$ cat src/rtl/reg_alu_pkg.sv
// Shared types and constants for the reg_alu controller: FSM states,
// instruction kind codes, instruction field positions and datapath widths.
package reg_alu_pkg;

  localparam int DATA_W = 16;
  localparam int ADDR_W = 3;
  localparam int OP_W   = 2;
  localparam int KIND_W = 3;
  localparam int IMM_W  = 8;

  localparam int KIND_MSB = 15;
  localparam int KIND_LSB = 13;
  localparam int OP_MSB   = 12;
  localparam int OP_LSB   = 11;
  localparam int WA_MSB   = 10;
  localparam int WA_LSB   = 8;
  localparam int RA_MSB   = 7;
  localparam int RA_LSB   = 5;
  localparam int RB_MSB   = 4;
  localparam int RB_LSB   = 2;
  localparam int IMM_MSB  = 7;

  localparam logic [KIND_W-1:0] K_NOP = 3'b000;
  localparam logic [KIND_W-1:0] K_LDI = 3'b001;
  localparam logic [KIND_W-1:0] K_ALU = 3'b010;
  localparam logic [KIND_W-1:0] K_RD  = 3'b011;
  localparam logic [KIND_W-1:0] K_CLC = 3'b100;

  typedef enum logic [1:0] {
    ST_IDLE   = 2'd0,
    ST_DECODE = 2'd1,
    ST_EXEC   = 2'd2,
    ST_DONE   = 2'd3
  } state_e;

endpackage

$ cat src/rtl/reg_alu_ctrl_dec.sv
// Combinational instruction decoder for reg_alu_ctrl. Kind 100 is CLC
// (legal) only when REG_ALU_CTRL_CARRY_EN is defined; otherwise illegal.
module reg_alu_ctrl_dec
  import reg_alu_pkg::*;
(
  input  logic [DATA_W-1:0] i_instr,
  output logic [KIND_W-1:0] o_kind,
  output logic [ADDR_W-1:0] o_rd_a,
  output logic [ADDR_W-1:0] o_rd_b,
  output logic [ADDR_W-1:0] o_wr_addr,
  output logic [OP_W-1:0]   o_op,
  output logic              o_sel,
  output logic              o_we,
  output logic              o_clc,
  output logic              o_illegal,
  output logic [DATA_W-1:0] o_d_in
);

  logic w_unused;
  assign w_unused = ^i_instr[RB_LSB-1:0];

  always_comb begin
    o_kind    = i_instr[KIND_MSB:KIND_LSB];
    o_rd_a    = '0;
    o_rd_b    = '0;
    o_wr_addr = '0;
    o_op      = '0;
    o_sel     = 1'b0;
    o_we      = 1'b0;
    o_d_in    = '0;
    o_clc     = (o_kind == K_CLC);
    case (o_kind)
      K_NOP: ;
      K_LDI: begin
        o_wr_addr = i_instr[WA_MSB:WA_LSB];
        o_d_in    = {{(DATA_W-IMM_W){1'b0}}, i_instr[IMM_MSB:0]};
        o_we      = 1'b1;
      end
      K_ALU: begin
        o_rd_a    = i_instr[RA_MSB:RA_LSB];
        o_rd_b    = i_instr[RB_MSB:RB_LSB];
        o_wr_addr = i_instr[WA_MSB:WA_LSB];
        o_op      = i_instr[OP_MSB:OP_LSB];
        o_sel     = 1'b1;
        o_we      = 1'b1;
      end
      K_RD: o_rd_a = i_instr[RA_MSB:RA_LSB];
      default: ;
    endcase
`ifdef REG_ALU_CTRL_CARRY_EN
    o_illegal = o_kind[KIND_W-1] & ~o_clc;
`else
    o_illegal = o_kind[KIND_W-1];
`endif
  end

endmodule

$ cat src/rtl/reg_alu_ctrl.sv
// Instruction controller for the reg_alu datapath: IDLE/DECODE/EXEC/DONE
// sequencer with fully registered outputs. Option: REG_ALU_CTRL_CARRY_EN.
module reg_alu_ctrl
  import reg_alu_pkg::*;
(
  input  logic              clk,
  input  logic              reset,
  input  logic              instr_valid,
  input  logic [DATA_W-1:0] instr,
  output logic              instr_ready,
  output logic              dp_wr,
  output logic              dp_sel,
  output logic [OP_W-1:0]   dp_op,
  output logic [ADDR_W-1:0] dp_rd_addr_a,
  output logic [ADDR_W-1:0] dp_rd_addr_b,
  output logic [ADDR_W-1:0] dp_wr_addr,
  output logic [DATA_W-1:0] dp_d_in,
  input  logic [DATA_W-1:0] dp_d_out_a,
  input  logic              dp_cout,
  output logic [DATA_W-1:0] result,
  output logic              result_valid,
  output logic              done,
  output logic              illegal
`ifdef REG_ALU_CTRL_CARRY_EN
  ,
  output logic              carry
`endif
);

  state_e              r_state, w_next;
  logic [DATA_W-1:0]   r_instr, w_src;
  logic                w_drive;
  logic [KIND_W-1:0]   w_kind;
  logic [ADDR_W-1:0]   w_rd_a, w_rd_b, w_wr_addr;
  logic [OP_W-1:0]     w_op;
  logic                w_sel, w_we, w_clc, w_illegal;
  logic [DATA_W-1:0]   w_d_in;

  logic                r_ready, r_dp_wr, r_dp_sel, r_result_valid, r_done, r_illegal;
  logic [OP_W-1:0]     r_dp_op;
  logic [ADDR_W-1:0]   r_dp_rd_a, r_dp_rd_b, r_dp_wr_addr;
  logic [DATA_W-1:0]   r_dp_d_in, r_result;

  // Decode the live word while accepting it so DECODE-cycle outputs are already registered.
  assign w_src = (r_state == ST_IDLE) ? instr : r_instr;

  reg_alu_ctrl_dec u_dec (
    .i_instr   (w_src),
    .o_kind    (w_kind),
    .o_rd_a    (w_rd_a),
    .o_rd_b    (w_rd_b),
    .o_wr_addr (w_wr_addr),
    .o_op      (w_op),
    .o_sel     (w_sel),
    .o_we      (w_we),
    .o_clc     (w_clc),
    .o_illegal (w_illegal),
    .o_d_in    (w_d_in)
  );

  always_comb begin
    w_next = r_state;
    case (r_state)
      ST_IDLE:   if (instr_valid) w_next = ST_DECODE;
      ST_DECODE: w_next = ST_EXEC;
      ST_EXEC:   w_next = ST_DONE;
      ST_DONE:   w_next = ST_IDLE;
      default:   w_next = ST_IDLE;
    endcase
    w_drive = (w_next == ST_DECODE) || (w_next == ST_EXEC);
  end

  always_ff @(posedge clk) begin
    if (r_state == ST_IDLE && instr_valid) r_instr <= instr;
  end

  always_ff @(posedge clk) begin
    if (reset) begin
      r_state        <= ST_IDLE;
      r_ready        <= 1'b1;
      r_dp_wr        <= 1'b0;
      r_dp_sel       <= 1'b0;
      r_dp_op        <= '0;
      r_dp_rd_a      <= '0;
      r_dp_rd_b      <= '0;
      r_dp_wr_addr   <= '0;
      r_dp_d_in      <= '0;
      r_result       <= '0;
      r_result_valid <= 1'b0;
      r_done         <= 1'b0;
      r_illegal      <= 1'b0;
    end else begin
      r_state        <= w_next;
      r_ready        <= (w_next == ST_IDLE);
      r_dp_wr        <= (w_next == ST_EXEC) && w_we;
      r_dp_sel       <= w_drive & w_sel;
      r_dp_op        <= w_drive ? w_op      : '0;
      r_dp_rd_a      <= w_drive ? w_rd_a    : '0;
      r_dp_rd_b      <= w_drive ? w_rd_b    : '0;
      r_dp_wr_addr   <= w_drive ? w_wr_addr : '0;
      r_dp_d_in      <= w_drive ? w_d_in    : '0;
      r_done         <= (w_next == ST_DONE);
      r_illegal      <= (w_next == ST_DONE) && w_illegal;
      r_result_valid <= 1'b0;
      if (r_state == ST_EXEC && w_kind == K_RD) begin
        r_result       <= dp_d_out_a;
        r_result_valid <= 1'b1;
      end
    end
  end

`ifdef REG_ALU_CTRL_CARRY_EN
  logic r_carry;
  always_ff @(posedge clk) begin
    if (reset) r_carry <= 1'b0;
    else if (r_state == ST_EXEC && w_kind == K_ALU) r_carry <= dp_cout;
    else if (r_state == ST_EXEC && w_clc) r_carry <= 1'b0;
  end
  assign carry = r_carry;
`else
  logic w_unused;
  assign w_unused = dp_cout ^ w_clc;
`endif

  assign instr_ready  = r_ready;
  assign dp_wr        = r_dp_wr;
  assign dp_sel       = r_dp_sel;
  assign dp_op        = r_dp_op;
  assign dp_rd_addr_a = r_dp_rd_a;
  assign dp_rd_addr_b = r_dp_rd_b;
  assign dp_wr_addr   = r_dp_wr_addr;
  assign dp_d_in      = r_dp_d_in;
  assign result       = r_result;
  assign result_valid = r_result_valid;
  assign done         = r_done;
  assign illegal      = r_illegal;

endmodule
$ cat config.mk
export PLATFORM = sky130hd
export DESIGN_NAME = reg_alu_ctrl
export DESIGN_NICKNAME = d
export VERILOG_FILES = /design/src/rtl/reg_alu_pkg.sv /design/src/rtl/reg_alu_ctrl_dec.sv /design/src/rtl/reg_alu_ctrl.sv
export SDC_FILE = /design/constraint.sdc
export NUM_CORES = 1
export LEC_CHECK = 0
export ABC_AREA = 1
export CORE_MARGIN = 4
export CORE_UTILIZATION = 55
export CTS_CLUSTER_SIZE = 20
export DETAILED_ROUTE_END_ITERATION = 10
export DONT_BUFFER_PORTS = 1
export PLACE_DENSITY_LB_ADDON = 0.05
export SETUP_SLACK_MARGIN = 0.15
export SYNTH_ARGS = -nofsm -noshare
export SYNTH_HDL_FRONTEND = slang
export SYNTH_SLANG_ARGS = --single-unit
$ cat constraint.sdc
create_clock -name clk -period 4.14 [get_ports clk]
set_input_delay 0.621 -clock clk [delete_from_list [all_inputs] [get_ports clk]]
set_output_delay 0.621 -clock clk [all_outputs]
set_load 0.1 [all_outputs]
Word level (Yosys, flattened, before mapping)
Index checks and enable logic that the tools add are counted.
{ "classes": {"n_addsub": 0, "multipliers": 0, "div": 0, "n_lt_le_gt_ge": 0, "n_eq_ne": 9, "n_shift": 0, "n_mux": 6, "n_bitwise": 6, "n_reduce_logical": 14} }
{ "op_table": {"columns": ["cell", "n"], "rows": [
  ["$mux W16", 1],
  ["$reduce_or A3 Y1", 4],
  ["$eq A2 B2 Y1 const B", 4],
  ["$pmux W2 S4", 1],
  ["$eq A3 B2 Y1 const B", 2],
  ["$reduce_or A2 Y1", 3],
  ["$not A1 Y1", 5],
  ["$eq A2 B1 Y1 const B", 2],
  ["$logic_and A1 B1 Y1", 4],
  ["$logic_not A2 Y1", 2],
  ["$eq A3 B1 Y1 const B", 1],
  ["$mux W1", 3],
  ["$mux W2", 1],
  ["$and A1 B1 Y1", 1],
  ["$logic_or A1 B1 Y1", 1]
]} }
{ "totals": {"register_bits": 67, "latchBits": 0, "mem_bits_rw": 0, "mem_bits_ro": 0, "out_inout_bits": 49, "wordCells": 50, "memories": 0} }

Logic depth before layout (Yosys ltp)
Gate-level depths: netlist of the first run.
{ "logic_depth": {"ltp_word": 6, "ltp_mapped": 11, "mapped_depth_nobuf": 10} }

Modules after synthesis
Synthesis of the first run repeated with hierarchy kept, for this count alone.
{ "unflattened": {"cells_unflattened": 314, "hier_area_um2": 2820.2} }
{ "by_module_without_submodules": {"columns": ["mod", "instances", "cells_each", "area_each_um2", "seq_area_each_um2"], "rows": [
  ["reg_alu_ctrl", 1, 260, 2533.7, 1501.4],
  ["reg_alu_ctrl_dec", 1, 54, 286.5, 0.0]
]} }

Worst setup path after synthesis of the first run
OpenSTA, ideal clock, no wires.
{ "synth_timing": {"path_type": "register to register", "startpoint": "register r_state[0]", "endpoint": "register r_dp_op[0] (netlist: dp_op[0])", "setup_time_ps": 70, "arrival_ps": 1660, "slack_ps": 2410, "path_stages_with_launch": 12, "cell_sequence": "dfxtp_1 > inv_1 > ha_1 > inv_2 > buf_6 > o21ai_0 > a21oi_1 > ha_1 > nand2_1 > inv_1 > nand3_2 > a21oi_1"} }
{ "synth_via": {"elab_chain_cells": 6} }
{ "synth_rtl": {"columns": ["element", "line_no", "source"], "rows": [
  ["start, declared", "reg_alu_ctrl.sv:30", "state_e r_state, w_next;"],
  ["start signal, assigned", "reg_alu_ctrl.sv:93", "r_state <= w_next;"],
  ["$eq A2 B2 Y1 (tied with other cells)", "reg_alu_ctrl.sv:63", "case (r_state)"],
  ["$pmux W2 S4", "reg_alu_ctrl.sv:63", null],
  ["$eq A2 B1 Y1 / $eq A2 B2 Y1 (equally long branches)", "reg_alu_ctrl.sv:70", "w_drive = (w_next == ST_DECODE) || (w_next == ST_EXEC);"],
  ["$logic_or A1 B1 Y1", "reg_alu_ctrl.sv:70", null],
  ["$not A1 Y1 (no source line)", null, null],
  ["$reduce_or A3 Y1 (no source line)", null, null],
  ["end signal, assigned", "reg_alu_ctrl.sv:97", "r_dp_op <= w_drive ? w_op : '0;"],
  ["end, declared", "reg_alu_ctrl.sv:40", "logic [OP_W-1:0] r_dp_op;"]
]} }
Several ways; a longest one is shown, not always the timed one.
A chain may end at the register's enable or synchronous reset.

Worst setup path after layout of the first run
{ "layout_timing": {"startpoint": "register r_state[0]", "endpoint": "register r_dp_op[1] (netlist: dp_op[1])"} }
Same word-level chain as after synthesis.

==> results.cfg, run 1 <==
[critical_path]
arrival_ns = 2.67
critPathKind = flip-flop to flip-flop
crit_required_ns = 4.39
cp_max_fo = 12
ff2ff_path_depth = 11
path_cells = inv_1 > ha_1 > buf_4 > nand2_1 > o21ai_0 > a21oi_1 > ha_1 > nand2_1 > inv_1 > nand3_2 > a21oi_1
crit_path_start_kind = flip-flop
cpPeakStageDelay_ns = 0.51
rrSetupSlack_ns = 1.73
r2r_start = r_state[0]$_SDFF_PP0_
cp-end-kind = flip-flop
crit_slowest_cell = ha_1
r2r-end = dp_op[1]$_SDFF_PP0_

[synth]
ys_seq_area_frac = 0.560
synth_area_mm2 = 0.00240
avgSynthCellArea_um2 = 9.43
yosysTopAreaCellShare = 0.359
ys_ff_latch = 59
yosysTopAreaCell = dfxtp_1
synthTopCellsByArea = dfxtp_1 36%, edfxtp_1 20%, nor2_1 8.1%
ys_warn_count = 0
ys_types = 25
postSynthCellCount = 254

[timing]
fin_skew_ns = 0.00705
hold_viol = 0
finalSetupTns_ns = 0
timing.fmax_mhz = 414
worst_slack_ns = 1.73
fin_crit_ns = 2.41
setup_violations = 0
slew_viol_final = 0
worstMarginPinSlew_ns = 0.985
rsz0062_at_grt = false
relSlewSlack = 0.342
post-route-period-util = 0.583

[power_and_ir_drop]
seq_power_share = 0.510
p_sw_w = 0.000709
powerDensity_mw_per_mm2 = 696
internal_power_w = 0.00107
max-vdd-ir-drop_mv = 0.333
p_clk_frac = 0.289
p_leak_nw = 1.19
power_switching_share = 0.399
pwr-share-comb = 0.201

[placement]
post-place-ws_ns = 1.72
port_buffers = 0
finalWeightedCongestion = 0.729
place_area_mm2 = 0.00235
dp_hpwl_um = 2930

[global_routing]
globalRouteOverflowTotal = 0
grtUsageMet1 = 0.218
grt_use_met2 = 0.227
grt.total_usage = 0.165
grt_first_pass_wirelength_um = 6680
grt_max_degree = 18
met3_usage = 0.0676
first_global_vias = 1316
top_usage_layer = met2
antenna_found_initial = 0

[floorplanning]
core_area_mm2 = 0.00412
die_h_um = 74.0
rows = 23
initial_core_util = 0.582
ios = 85
die_area_mm2 = 0.00548
fp.dieW_um = 74.0

[final_layout]
nets = 297
multi_input_area_um2 = 826
layout_commonest_cell = nor2_1
final_util = 0.620
final_cell_mix = 52 x nor2_1, 43 x dfxtp_1, 37 x nand2_1
fillers = 364
seqCellArea_mm2 = 0.00134
final_cell_area_mm2 = 0.00255
area_delta_synth_final_pct = 6.42
drive_gt1_frac = 0.126
antennaDiodeCount = 0

[cts]
cts.path.max_buffers = 2
cts_sinks = 59
cts_inserted_buffers = 9
h-tree-depth = 3
cts-resized-gates = 0
hold_buffers = 0
path_clk_slew_ns = 0.06
cts_tree = done
post_cts_buffers = 0
clock_latency_ns = 0.32
cts_root_buf = clkbuf_8

[drt]
drtAntennaViolNets = 0
wire_per_inst_um = 13.7
drt_first_pass_iters = 4
avgViaCountPerCell = 4.78
dr_total_vias = 1491
drt-initial-drc-count = 120
routed_wl_um = 4290
drc = 0

[worst_hold_path]
hold_path.startpoint = reset
hold_path_class = input port to flip-flop
holdPathStages = 1
hold_end = r_state[0]$_SDFF_PP0_

[status]
outcome = complete, no violations

[flow_run]
cap_violations = 0
## synthesized netlist by cell type (all sizes together)
| master | n |
|---|---|
| a21oi | 5 |
| buf | 16 |
| clkinv | 1 |
| conb | 1 |
| dfxtp | 43 |
| edfxtp | 16 |
| ha | 4 |
| inv | 30 |
| mux2i | 9 |
| nand2 | 50 |
| nand3 | 20 |
| nor2 | 55 |
| nor3 | 2 |
| o21ai | 1 |
| or2 | 1 |
## kinds of logic after synthesis
logic type	after synthesis	synth area share
AND/OR/NAND/NOR	128	0.261
flip-flops	59	0.560
buffers and inverters	47	0.107
multiplexers	9	0.0376
AO/OA/AOI/OAI	6	0.0125
adder cells (fa/ha/maj)	4	0.0209
other	1	0.00157
## final cells by class
class / count / share of cell area
clock inverters: 3 / 0.0147
clock buffers: 13 / 0.0623
repair buffers: 1 / 0.00294
inverters: 31 / 0.0456
flip-flops and latches: 59 / 0.526
multi-input cells: 155 / 0.324
well taps: 50 / 0.0245
## power by group through the flow
| stage | clock [W] | sequential, W | combinational [W] |
|---|---|---|---|
| global placement | 0 | 0.000917 | 0.000359 |
| detailed placement | 0 | 0.000919 | 0.000360 |
| floorplan | 0 | 0.000911 | 0.000339 |
| CTS | 0.000523 | 0.000907 | 0.000362 |
| finish | 0.000513 | 0.000905 | 0.000357 |
| global route | 0.000554 | 0.000912 | 0.000403 |
## worst max path at each step
stage	startpoint	to	slack, ns	cells after the start
2_1_floorplan	r_state[0]$_SDFF_PP0_	dp_op[0]$_SDFF_PP0_	2.41	11
3_3_place_gp	r_state[0]$_SDFF_PP0_	dp_op[0]$_SDFF_PP0_	1.72	11
3_5_place_dp	r_state[0]$_SDFF_PP0_	dp_op[0]$_SDFF_PP0_	1.72	11
4_1_cts	r_state[0]$_SDFF_PP0_	dp_op[0]$_SDFF_PP0_	1.69	11
5_1_grt	r_state[0]$_SDFF_PP0_	dp_op[0]$_SDFF_PP0_	1.39	11
6_report	r_state[0]$_SDFF_PP0_	dp_op[1]$_SDFF_PP0_	1.73	11
## per-layer routing
layer | wire (µm) | up-vias
li1 | - | 779
met1 | 1840 | 646
met2 | 1940 | 58
met3 | 431 | 8
met4 | 74 | 0
met5 | 0 | -
## registers in the layout, indices dropped and copies added (netlist names)
name and count:
done 1, dp_d_in 8, dp_op 2, dp_rd_addr_a 3, dp_rd_addr_b 3, dp_sel 1, dp_wr 1, dp_wr_addr 3
illegal 1, instr_ready 1, r_instr 16, r_state 2, result 16, result_valid 1
## critical path: cells and delay by family (launching register included)
kind / cells / cell delay [ns]
buffers and inverters: 3 / 0.61
AND/OR/NAND/NOR: 3 / 0.31
adder cells (fa/ha/maj): 2 / 0.81
AO/OA/AOI/OAI: 3 / 0.29
flip-flops: 1 / 0.31
## per-stage QoR
step	std cells	hold WS [ns]	total power [W]
2_1_floorplan	261	0.468	0.00125
3_3_place_gp	296	0.480	0.00128
3_5_place_dp	296	0.485	0.00128
4_1_cts	312	0.348	0.00179
5_1_grt	312	0.353	0.00187
6_report	312	0.365	0.00178
No activity file was read; power rests on OpenSTA's default activity.
==> run 2: changes to the inputs <==
==> constraint.sdc (replaced) <==
create_clock -name clk -period 2.2 [get_ports clk]
set_input_delay 0.33 -clock clk [delete_from_list [all_inputs] [get_ports clk]]
set_output_delay 0.33 -clock clk [all_outputs]
set_load 0.1 [all_outputs]
==> run 2 against run 1 <==
Effect of this change:
- first-iteration DRC count decreased by 43%
- hold slack got worse by 0.30 ns
- sequential power increased by 40%
- critical path type unchanged
- non-clock buffer count increased by 44
- global-route usage increased by 0.17 points
- setup slack got worse by 1.3 ns
- design area increased by 13%
==> results.cfg, run 2 (synthesis results as in run 1) <==
[timing]
worst_slack_ns = 0.406
setup_violations = 0
timing.fmax_mhz = 557
fin_crit_ns = 1.79
post-route-period-util = 0.815
hold_viol = 0
relSlewSlack = 0.588
worstMarginPinSlew_ns = 0.617
slew_viol_final = 0
fin_skew_ns = 0.00731
finalSetupTns_ns = 0
rsz0062_at_grt = false

[global_routing]
grt.total_usage = 0.167
grt_max_degree = 20
grt_use_met2 = 0.268
globalRouteOverflowTotal = 0
antenna_found_initial = 0
grtUsageMet1 = 0.195
first_global_vias = 1470
met3_usage = 0.0784
grt_first_pass_wirelength_um = 6670
top_usage_layer = met2

[floorplanning]
die_h_um = 74.0
ios = 85
initial_core_util = 0.582
die_area_mm2 = 0.00548
fp.dieW_um = 74.0
core_area_mm2 = 0.00412
rows = 23

[worst_hold_path]
hold_path.startpoint = reset
holdPathStages = 1
hold_end = r_state[1]$_SDFF_PP0_
hold_path_class = input port to flip-flop

[drt]
routed_wl_um = 4440
avgViaCountPerCell = 4.65
wire_per_inst_um = 12.5
drtAntennaViolNets = 0
drt-initial-drc-count = 68
dr_total_vias = 1656
drt_first_pass_iters = 4
drc = 0

[cts]
cts_inserted_buffers = 9
post_cts_buffers = 0
cts-resized-gates = 0
cts_tree = done
cts_root_buf = clkbuf_8
cts_sinks = 59
path_clk_slew_ns = 0.06
clock_latency_ns = 0.33
h-tree-depth = 3
hold_buffers = 0
cts.path.max_buffers = 2

[final_layout]
final_cell_mix = 52 x nor2_1, 45 x buf_4, 43 x dfxtp_1
final_cell_area_mm2 = 0.00287
nets = 341
drive_gt1_frac = 0.261
area_delta_synth_final_pct = 19.8
layout_commonest_cell = nor2_1
antennaDiodeCount = 0

[power_and_ir_drop]
max-vdd-ir-drop_mv = 0.699
p_leak_nw = 1.42
powerDensity_mw_per_mm2 = 1180

[critical_path]
cp-end-kind = flip-flop
crit_required_ns = 2.46
crit_path_start_kind = flip-flop
r2r_start = r_state[0]$_SDFF_PP0_
ff2ff_path_depth = 10
arrival_ns = 2.05
rrSetupSlack_ns = 0.41
critPathKind = flip-flop to flip-flop
cp_max_fo = 11
r2r-end = dp_op[0]$_SDFF_PP0_

[status]
outcome = complete, no violations

[placement]
port_buffers = 0
finalWeightedCongestion = 0.765
post-place-ws_ns = 0.361
dp_hpwl_um = 3070
place_area_mm2 = 0.00268

[flow_run]
cap_violations = 0
## run 2: power by group
group	switching, W	internal [W]	leakage [nW]
Clock	0.000409	0.000519	0.0893
Combinational	0.000930	0.000273	0.827
Sequential	0.0000315	0.00124	0.500
## run 2: routing by layer
layer	up-vias	share of wire
met3	9	0.081
met1	724	0.44
li1	868	-
met2	55	0.46
met4	0	0.015
met5	-	0
## run 2: worst max path at each step
| stage | from | to | slack (ns) |
|---|---|---|---|
| floorplan | r_state[0]$_SDFF_PP0_ | dp_op[0]$_SDFF_PP0_ | 0.47 |
| global placement | r_state[0]$_SDFF_PP0_ | dp_op[0]$_SDFF_PP0_ | 0.38 |
| detailed placement | r_state[0]$_SDFF_PP0_ | dp_op[0]$_SDFF_PP0_ | 0.36 |
| CTS | r_state[0]$_SDFF_PP0_ | dp_op[0]$_SDFF_PP0_ | 0.33 |
| global route | r_state[0]$_SDFF_PP0_ | dp_op[0]$_SDFF_PP0_ | 0.21 |
| finish | r_state[0]$_SDFF_PP0_ | dp_op[0]$_SDFF_PP0_ | 0.41 |
## run 2: critical path: stages, from the launching register on
cell and delay [ns]:
dfxtp_1 0.33, inv_1 0.07, ha_1 0.23, inv_2 0.06, buf_4 0.17, a21oi_1 0.10, ha_1 0.28, nand2_1 0.06
inv_2 0.11, nand3_2 0.16, a21oi_1 0.15
## run 2: area by class of cell
| type | count | area, µm² |
|---|---|---|
| clock buffers | 11 | 131 |
| inverters | 31 | 116 |
| multi-input cells | 155 | 826 |
| flip-flops and latches | 59 | 1340 |
| well taps | 50 | 62.6 |
| fillers | 348 | 1240 |
| clock inverters | 5 | 55.1 |
| repair buffers | 45 | 338 |
## run 2: metrics by stage
| step | hold WS [ns] | instances | util | total power [W] |
|---|---|---|---|---|
| after floorplan | 0.429 | 261 | - | 0.00235 |
| after global placement | 0.406 | 340 | 0.652 | 0.00249 |
| after detailed placement | 0.405 | 340 | 0.652 | 0.00250 |
| after CTS | 0.0524 | 356 | 0.697 | 0.00343 |
| after global routing | 0.0486 | 356 | 0.697 | 0.00357 |
| final | 0.0636 | 356 | 0.697 | 0.00340 |
==> run 3: changes to the inputs <==
==> constraint.sdc (replaced) <==
create_clock -name clk -period 1.8 [get_ports clk]
set_input_delay 0.27 -clock clk [delete_from_list [all_inputs] [get_ports clk]]
set_output_delay 0.27 -clock clk [all_outputs]
set_load 0.1 [all_outputs]
==> run 3 against run 2 <==
Effect of this change:
- sequential share of layout area fell by 1.8 points
- flip-flop and latch count unchanged
- non-clock buffer count rose by 6
- critical endpoint is now dp_d_in[1]$_SDFF_PP0_
==> results.cfg, run 3 (synthesis results as in run 1) <==
[critical_path]
cp-end-kind = flip-flop
crit_path_start_kind = flip-flop
r2r_start = r_state[0]$_SDFF_PP0_
crit_required_ns = 2.05
arrival_ns = 1.88
setup.worst_path.end = dp_d_in[1]$_SDFF_PP0_
cp_max_fo = 8
r2r-end = dp_d_in[1]$_SDFF_PP0_
critPathKind = flip-flop to flip-flop
ff2ff_path_depth = 10
rrSetupSlack_ns = 0.17
startpoint = r_state[0]$_SDFF_PP0_

[global_routing]
grt.total_usage = 0.173
antenna_found_initial = 0
grt_first_pass_wirelength_um = 7000
globalRouteOverflowTotal = 0
first_global_vias = 1510
grt_max_degree = 18

[power_and_ir_drop]
power_switching_share = 0.410
max-vdd-ir-drop_mv = 0.858
p_leak_nw = 1.46
pwr-share-comb = 0.397
internal_power_w = 0.00250
powerDensity_mw_per_mm2 = 1420
p_clk_frac = 0.235
seq_power_share = 0.368
p_sw_w = 0.00174

[cts]
h-tree-depth = 3
cts_sinks = 59
clock_latency_ns = 0.32
cts_root_buf = clkbuf_8
cts_tree = done
path_clk_slew_ns = 0.06
hold_buffers = 0
cts.path.max_buffers = 2
cts_inserted_buffers = 9

[status]
outcome = complete, no violations

[timing]
post-route-period-util = 0.907
setup_violations = 0
timing.fmax_mhz = 612
rsz0062_at_grt = true
slew_viol_final = 0
fin_skew_ns = 0.00709
fin_crit_ns = 1.63
hold_viol = 0
finalSetupTns_ns = 0

[floorplanning]
ios = 85
rows = 23
fp.dieW_um = 74.0
initial_core_util = 0.582
core_area_mm2 = 0.00412
die_area_mm2 = 0.00548
die_h_um = 74.0

[placement]
finalWeightedCongestion = 0.768
port_buffers = 0
place_inst = 343
dp_hpwl_um = 3150

[final_layout]
layout_commonest_cell = nor2_1
area_delta_synth_final_pct = 24.9
nets = 348
stdcell_count = 363
drive_gt1_frac = 0.310
final_cell_mix = 52 x nor2_1, 47 x buf_4, 41 x dfxtp_1
antennaDiodeCount = 0

[worst_hold_path]
hold_path_class = input port to flip-flop

[drt]
drt-initial-drc-count = 89
avgViaCountPerCell = 4.76
drt_first_pass_iters = 4
drc = 0
dr_total_vias = 1727
wire_per_inst_um = 13.3
drtAntennaViolNets = 0
routed_wl_um = 4830

[flow_run]
cap_violations = 0
## run 3: cell types whose count changed in the layout (fill, tap and decap cells not counted), sizes merged
cell	previous run	this run
bufinv	1	0
clkinv	3	4
nor2	55	56
clkbuf	11	13
clkinvlp	2	0
buf	45	51
## run 3: power by group through the flow
stage                     sequential (W)  combinational [W]  clock, W
after floorplan                  0.00210           0.000798         0
after global placement           0.00158            0.00153         0
after detailed placement         0.00158            0.00154         0
after CTS                        0.00156            0.00156   0.00102
after global routing             0.00157            0.00180   0.00107
final                            0.00156            0.00168  0.000994
## run 3: layout make-up
cell class                 instances  area [µm²]
sequential                        59        1340
clock buffer                      13         149
clock inverter                     3        15.0
fill                             315        1120
inverter                          31         119
timing repair buffer              51         415
multi-input combinational        156         888
tap                               50        62.6
## run 3: critical path, cell delays in order, from the launching register on
cell and delay (ns):
dfxtp_2 0.33, inv_4 0.07, ha_4 0.15, inv_2 0.05, o21ai_2 0.13, a21oi_2 0.06, ha_1 0.27, nand2_1 0.06
inv_2 0.13, nand3_4 0.16, a21oi_2 0.14
## run 3: worst min-delay path by stage
stage	cells past startpoint	start	slack (ns)	to
after floorplan	0	instr[0]	0.37	r_instr[0]$_DFFE_PP_
after CTS	1	reset	0.005	r_state[1]$_SDFF_PP0_
final	1	reset	0.01	r_state[0]$_SDFF_PP0_
after global placement	1	reset	0.34	r_state[1]$_SDFF_PP0_
after global routing	1	reset	0.001	r_state[0]$_SDFF_PP0_
after detailed placement	1	reset	0.35	r_state[1]$_SDFF_PP0_
## run 3: per-layer routing
layer / GRT usage / wire (µm) / up-vias
met5: 0 / 0 / -
met2: 0.279 / 2350 / 60
li1: - / - / 883
met4: 0.0966 / 42 / 0
met1: 0.210 / 2050 / 779
met3: 0.0473 / 388 / 5
## run 3: timing repair
action	in CTS	in global routing
cloned	0	2
setup buffers	1	1
setup endpoints to repair	11	36
gates resized for setup	2	17
pin swaps	1	6
## run 3: per-stage QoR
step | worst slack, ns | hold WS, ns | power, W | utilization | instance area, µm²
floorplan | 0.167 | 0.369 | 0.00289 | - | 2430
global placement | 0.154 | 0.344 | 0.00311 | 0.664 | 2730
detailed placement | 0.108 | 0.346 | 0.00312 | 0.664 | 2730
CTS | 0.136 | 0.00451 | 0.00413 | 0.706 | 2910
global route | 0.0532 | 0.00134 | 0.00445 | 0.727 | 2990
finish | 0.167 | 0.0114 | 0.00424 | 0.727 | 2990
==> variant 1 (settings of run 3) <==
Encoding of `state_e`: now one-hot (4 bits for 4 states).
--- a/src/rtl/reg_alu_pkg.sv
+++ b/src/rtl/reg_alu_pkg.sv
@@ -27,9 +27,9 @@
   localparam logic [KIND_W-1:0] K_CLC = 3'b100;
 
-  typedef enum logic [1:0] {
-    ST_IDLE   = 2'd0,
-    ST_DECODE = 2'd1,
-    ST_EXEC   = 2'd2,
-    ST_DONE   = 2'd3
+  typedef enum logic [3:0] {
+    ST_IDLE   = 4'b0001,
+    ST_DECODE = 4'b0010,
+    ST_EXEC   = 4'b0100,
+    ST_DONE   = 4'b1000
   } state_e;
 
Check against the original RTL: no difference found for any inputs over 10 cycles, from zero or initial values and one cycle with reset high; not proved beyond that.
==> variant 1 against run 3 <==
- wire length grew 1.5%
- cell area is 0.33% higher
- die area is 2.4% lower
- worst setup slack got worse by 0.013 ns
- largest cell class unchanged
- area after synthesis shrank 2.7%
- maximum frequency fell by 0.79%
- critical path depth unchanged
- sequential cell count is 2 higher
Power is not compared: it rests on default switching activity, and its combinational part moved more than twofold at a synthesized area within 25%.
==> variant 1: results (changes against run 3) <==
status=finished clean; M1 WL=2.040 mm (-0.44%); WL met2=2.413 mm (+2.7%); Vias=1,762 (+2.0%); gr usage total=17.52% (+0.23 points); count of cell types in the netlist=23 (-8.0%); global-route wire length before repair=7.038 mm (+0.50%); fin nets=355 (+2.0%); FILL cells=297 (-5.7%); Tcrit/Tclk final=91.44% (+0.72 points); cell count after synthesis=256 (+0.79%); Worst Clk Skew=0.008243 ns (+0.001154 ns); DRT iter0 DRCs=75 (-16%); Synth top cells by count=nand2_1 (56), nor2_1 (48), dfxtp_1 (45), inv_1 (30), edfxtp_1 (16); DP Worst Slack=0.1884 ns (+0.08020 ns); fin cells=374 (+3.0%); Final GP Congestion=0.8155 (+6.3%); Area contributors post-synth=dfxtp_1 (39%), edfxtp_1 (21%), nand2_1 (9.0%); Total Wirelength=4.904 mm (+1.5%); dpl hpwl=3.224 mm (+2.3%); number of global-route vias before repair=1,556 (+3.0%); Met3 Wirelength=400 µm (+3.1%); placed cell count=346 (+0.87%); largest net degree at the start of global routing=33 (+15); share of layout cells above drive strength 1=29.63% (-1.4 points); Seq/Total Area, Yosys=59.26% (+3.3 points)
==> variant 1: changes by cell type after synthesis, moves of 3 or more <==
| cell | run 3 | this run |
|---|---|---|
| nor2_4 | 0 | 3 |
| nor2_1 | 52 | 48 |
| mux2i_1 | 9 | 6 |
| a21oi_2 | 0 | 4 |
| nand2_1 | 37 | 56 |
| nand3_1 | 18 | 12 |
| nand2_2 | 7 | 4 |
| nand2_4 | 6 | 1 |
| ha_1 | 4 | 0 |
==> variant 1: layer usage <==
metal | vias up | track usage [%]
met5 | - | 0
met2 | 50 | 27.51
li1 | 903 | -
met4 | 0 | 6.557
met1 | 804 | 20.74
met3 | 5 | 8.402
==> variant 1: metrics by stage <==
step                area [µm²]  power, µW  hold WS, ns  util, %
floorplan                 2360       1834       0.3493        -
global placement          2676       1883       0.3548    65.96
detailed placement        2676       1889       0.3528    65.96
CTS                       2826       2844     0.004159    69.66
global route              3003       2991      0.01494    74.01
finish                    3003       2878      0.03116    74.01
==> variant 1: worst paths after layout <==
path | cells past startpoint | to | startpoint
max | 10 | result[9] | r_state[0]
min | 0 | r_instr[15] | instr[15]
max reg2reg | 10 | result[9] | r_state[0]
min reg2reg | 2 | result[10] | result[10]
==> variant 1: cell families after synthesis <==
logic type / count (synthesis) / synth area share (%)
buf+inv: 48 / 10.57
other cells: 1 / 0.1609
compound gates: 8 / 2.362
simple gates: 132 / 25.07
mux: 6 / 2.577
flops: 61 / 59.26
==> variant 1: layout make-up <==
type,count,share of cell area (%)
Sequential cell,61,46.17
Clock buffer,16,5.000
Inverter,32,4.000
Timing Repair Buffer,60,17.17
Multi-Input combinational cell,155,25.58
Tap cell,50,2.083
==> variant 1: where the power goes <==
group / internal, µW / switching [µW] / total [µW] / leakage, µW
combinational: 120 / 322 / 441 / 0.000848
clock: 504 / 463 / 967 / 0.0000730
sequential: 1460 / 13.2 / 1470 / 0.000517
total: 2080 / 798 / 2880 / 0.00144
==> variant 1: critical path, cell delays in order, from the launching register on <==
cell and delay, ns:
dfxtp_2 0.32, inv_2 0.05, nor2_4 0.25, nand3_2 0.11, nand2_2 0.15, nand2_2 0.09
nor2_4 0.22, clkbuf_16 0.20, nand2_1 0.05, nand2_1 0.05, nor2_1 0.04
==> variant 1: what timing repair did <==
action / in CTS / in global routing
hold endpoints to repair: 0 / 1
gates resized for setup: 0 / 15
hold buffers: 0 / 1
setup endpoints to repair: 0 / 27
buffers inserted: 0 / 7
==> variant 2 (config.mk and constraints of run 3) <==
Made on the original files. The option `REG_ALU_CTRL_CARRY_EN` is turned on by a define.
--- a/src/rtl/reg_alu_ctrl_dec.sv
+++ b/src/rtl/reg_alu_ctrl_dec.sv
@@ -1,4 +1,6 @@
 // Combinational instruction decoder for reg_alu_ctrl. Kind 100 is CLC
 // (legal) only when REG_ALU_CTRL_CARRY_EN is defined; otherwise illegal.
+`define REG_ALU_CTRL_CARRY_EN
+
 module reg_alu_ctrl_dec
   import reg_alu_pkg::*;
Check against the original RTL (old outputs only; new: carry): not equivalent (Yosys sat finds a counterexample within 4 cycles, from zero or initial values and one cycle with reset high).
==> variant 2 against run 3 <==
- hold slack improved by 0.0086 ns
- via count is 3.9% lower
- sequential cell count up 1
- combinational power grew 4%
- power increased by 17%
- area after synthesis is 5.5% lower
- maximum frequency is 3.1% lower
- worst setup slack worse by 0.052 ns
- cell area up 1.4%
- wire length increased by 6.3%
==> variant 2: results (changes against run 3) <==
Tcrit/Tclk final=93.58% (+2.9 points); H-tree Lvls=3 (unchanged); DP Worst Slack=-0.04271 ns (-0.1509 ns); Async SR Flop Fraction=0% (unchanged); share of layout cells above drive strength 1=36.77% (+5.8 points); global-route wire length before repair=7.776 mm (+11%); gr usage total=19.98% (+2.7 points); R2R cell count=11 (+1); worst-case vdd ir drop=1327 µV (+55%); Worst Clk Skew=0.005195 ns (-0.001895 ns); crit path DAT=1.92 ns (+0.04 ns); status=finished clean; synth warn=0 (unchanged); count of cell types in the netlist=29 (+16%); DRT iter0 DRCs=60 (-33%); Worst-path clk slew=~0.070 ns; Hold Crit Depth=1 (unchanged); Seq/Total Area, Yosys=60.11% (+4.1 points); crit-path max FO=7 (-1); Area contributors post-synth=dfxtp_1 (39%), edfxtp_1 (21%), nor2_1 (9.4%); Total Wirelength=5.133 mm (+6.3%); hold slack=0.01994 ns (+0.008560 ns); Leak=0.001390 µW (-4.8%); dpl hpwl=3.570 mm (+13%); Synth top cells by count=nor2_1 (57), dfxtp_1 (44), nand2_1 (18), edfxtp_1 (16), inv_1 (15); Final GP Congestion=0.9225 (+20%); top_reg_cell synth=dfxtp_1; reg2reg setup slack=0.12 ns (-0.05 ns); Clock Latency Late Sink=0.34 ns (+0.02 ns); initial antenna violation count=0 (unchanged); largest net degree at the start of global routing=19 (+1); FILL cells=287 (-8.9%); fin nets=326 (-6.3%); Vias=1,660 (-3.9%)
[variant 2: power by group]
group | total (µW) | internal (µW) | leakage [µW] | switching, µW
Sequential | 1600 | 1550 | 0.000509 | 50.3
Combinational | 1750 | 452 | 0.000751 | 1300
Clock | 1600 | 1100 | 0.000131 | 505
Total | 4950 | 3100 | 0.00139 | 1850
[variant 2: cell families (layout without fill, tap and decap cells)]
| logic type | count (synthesis) | in the layout | synth area share, % |
|---|---|---|---|
| fa+ha+maj | 4 | 4 | 2.210 |
| simple gates | 94 | 96 | 20.11 |
| mux | 9 | 9 | 3.978 |
| buf+inv | 31 | 91 | 8.010 |
| flops | 60 | 60 | 60.11 |
| compound gates | 23 | 23 | 5.414 |
| other cells | 1 | 8 | 0.1656 |
[variant 2: final cells by class]
class | count | area (µm²) | area share, %
flip-flops and latches | 60 | 1364 | 44.95
multi-input cells | 140 | 822.0 | 27.09
repair buffers | 56 | 426.7 | 14.06
clock buffers | 12 | 145.1 | 4.783
clock inverters | 4 | 120.1 | 3.959
inverters | 18 | 85.08 | 2.804
well taps | 50 | 62.56 | 2.062
repair inverters | 1 | 8.758 | 0.2887
[variant 2: metal layers]
metal | GRT usage [%] | up-vias | routed length, µm
li1 | - | 821 | -
met3 | 8.864 | 9 | 501
met2 | 35.79 | 65 | 2797
met4 | 9.395 | 0 | 85
met1 | 19.46 | 765 | 1748
met5 | 0 | - | 0
[variant 2: worst paths after layout]
path | startpoint | to
hold reg to reg | result[9] | result[9]
hold / removal | reset | done
setup / recovery | r_state[1] | result[0]
setup reg to reg | r_state[1] | result[0]
[variant 2: per-stage QoR]
stage | total power [µW] | setup TNS, ns | std cells | cell area [µm²] | utilization (%)
detailed placement | 3211 | -0.09879 | 313 | 2618 | 65.44
global route | 5159 | 0 | 341 | 3034 | 75.85
floorplan | 2939 | 0 | 229 | 2312 | -
finish | 4953 | 0 | 341 | 3034 | 75.85
CTS | 4868 | 0 | 332 | 2934 | 73.35
global placement | 3170 | 0 | 313 | 2618 | 65.44
[variant 2: worst max-delay path: stages, from the launching register on]
cell and delay [ns]:
dfxtp_2 0.33, inv_2 0.07, ha_4 0.17, inv_4 0.05, buf_4 0.17, nand2_2 0.08
nand2_4 0.08, nor2_4 0.20, nand2_4 0.11, buf_4 0.16, o21ai_1 0.11, nor2_1 0.05
[variant 2: repair_timing]
| item | CTS | global route |
|---|---|---|
| setup endpoints to repair | 8 | 26 |
| buffers inserted | 2 | 6 |
| hold buffers | 1 | 0 |
| pin swaps | 4 | 7 |
| gates cloned | 0 | 3 |
| resized for setup | 9 | 14 |
| endpoints found under the hold margin | 4 | 0 |
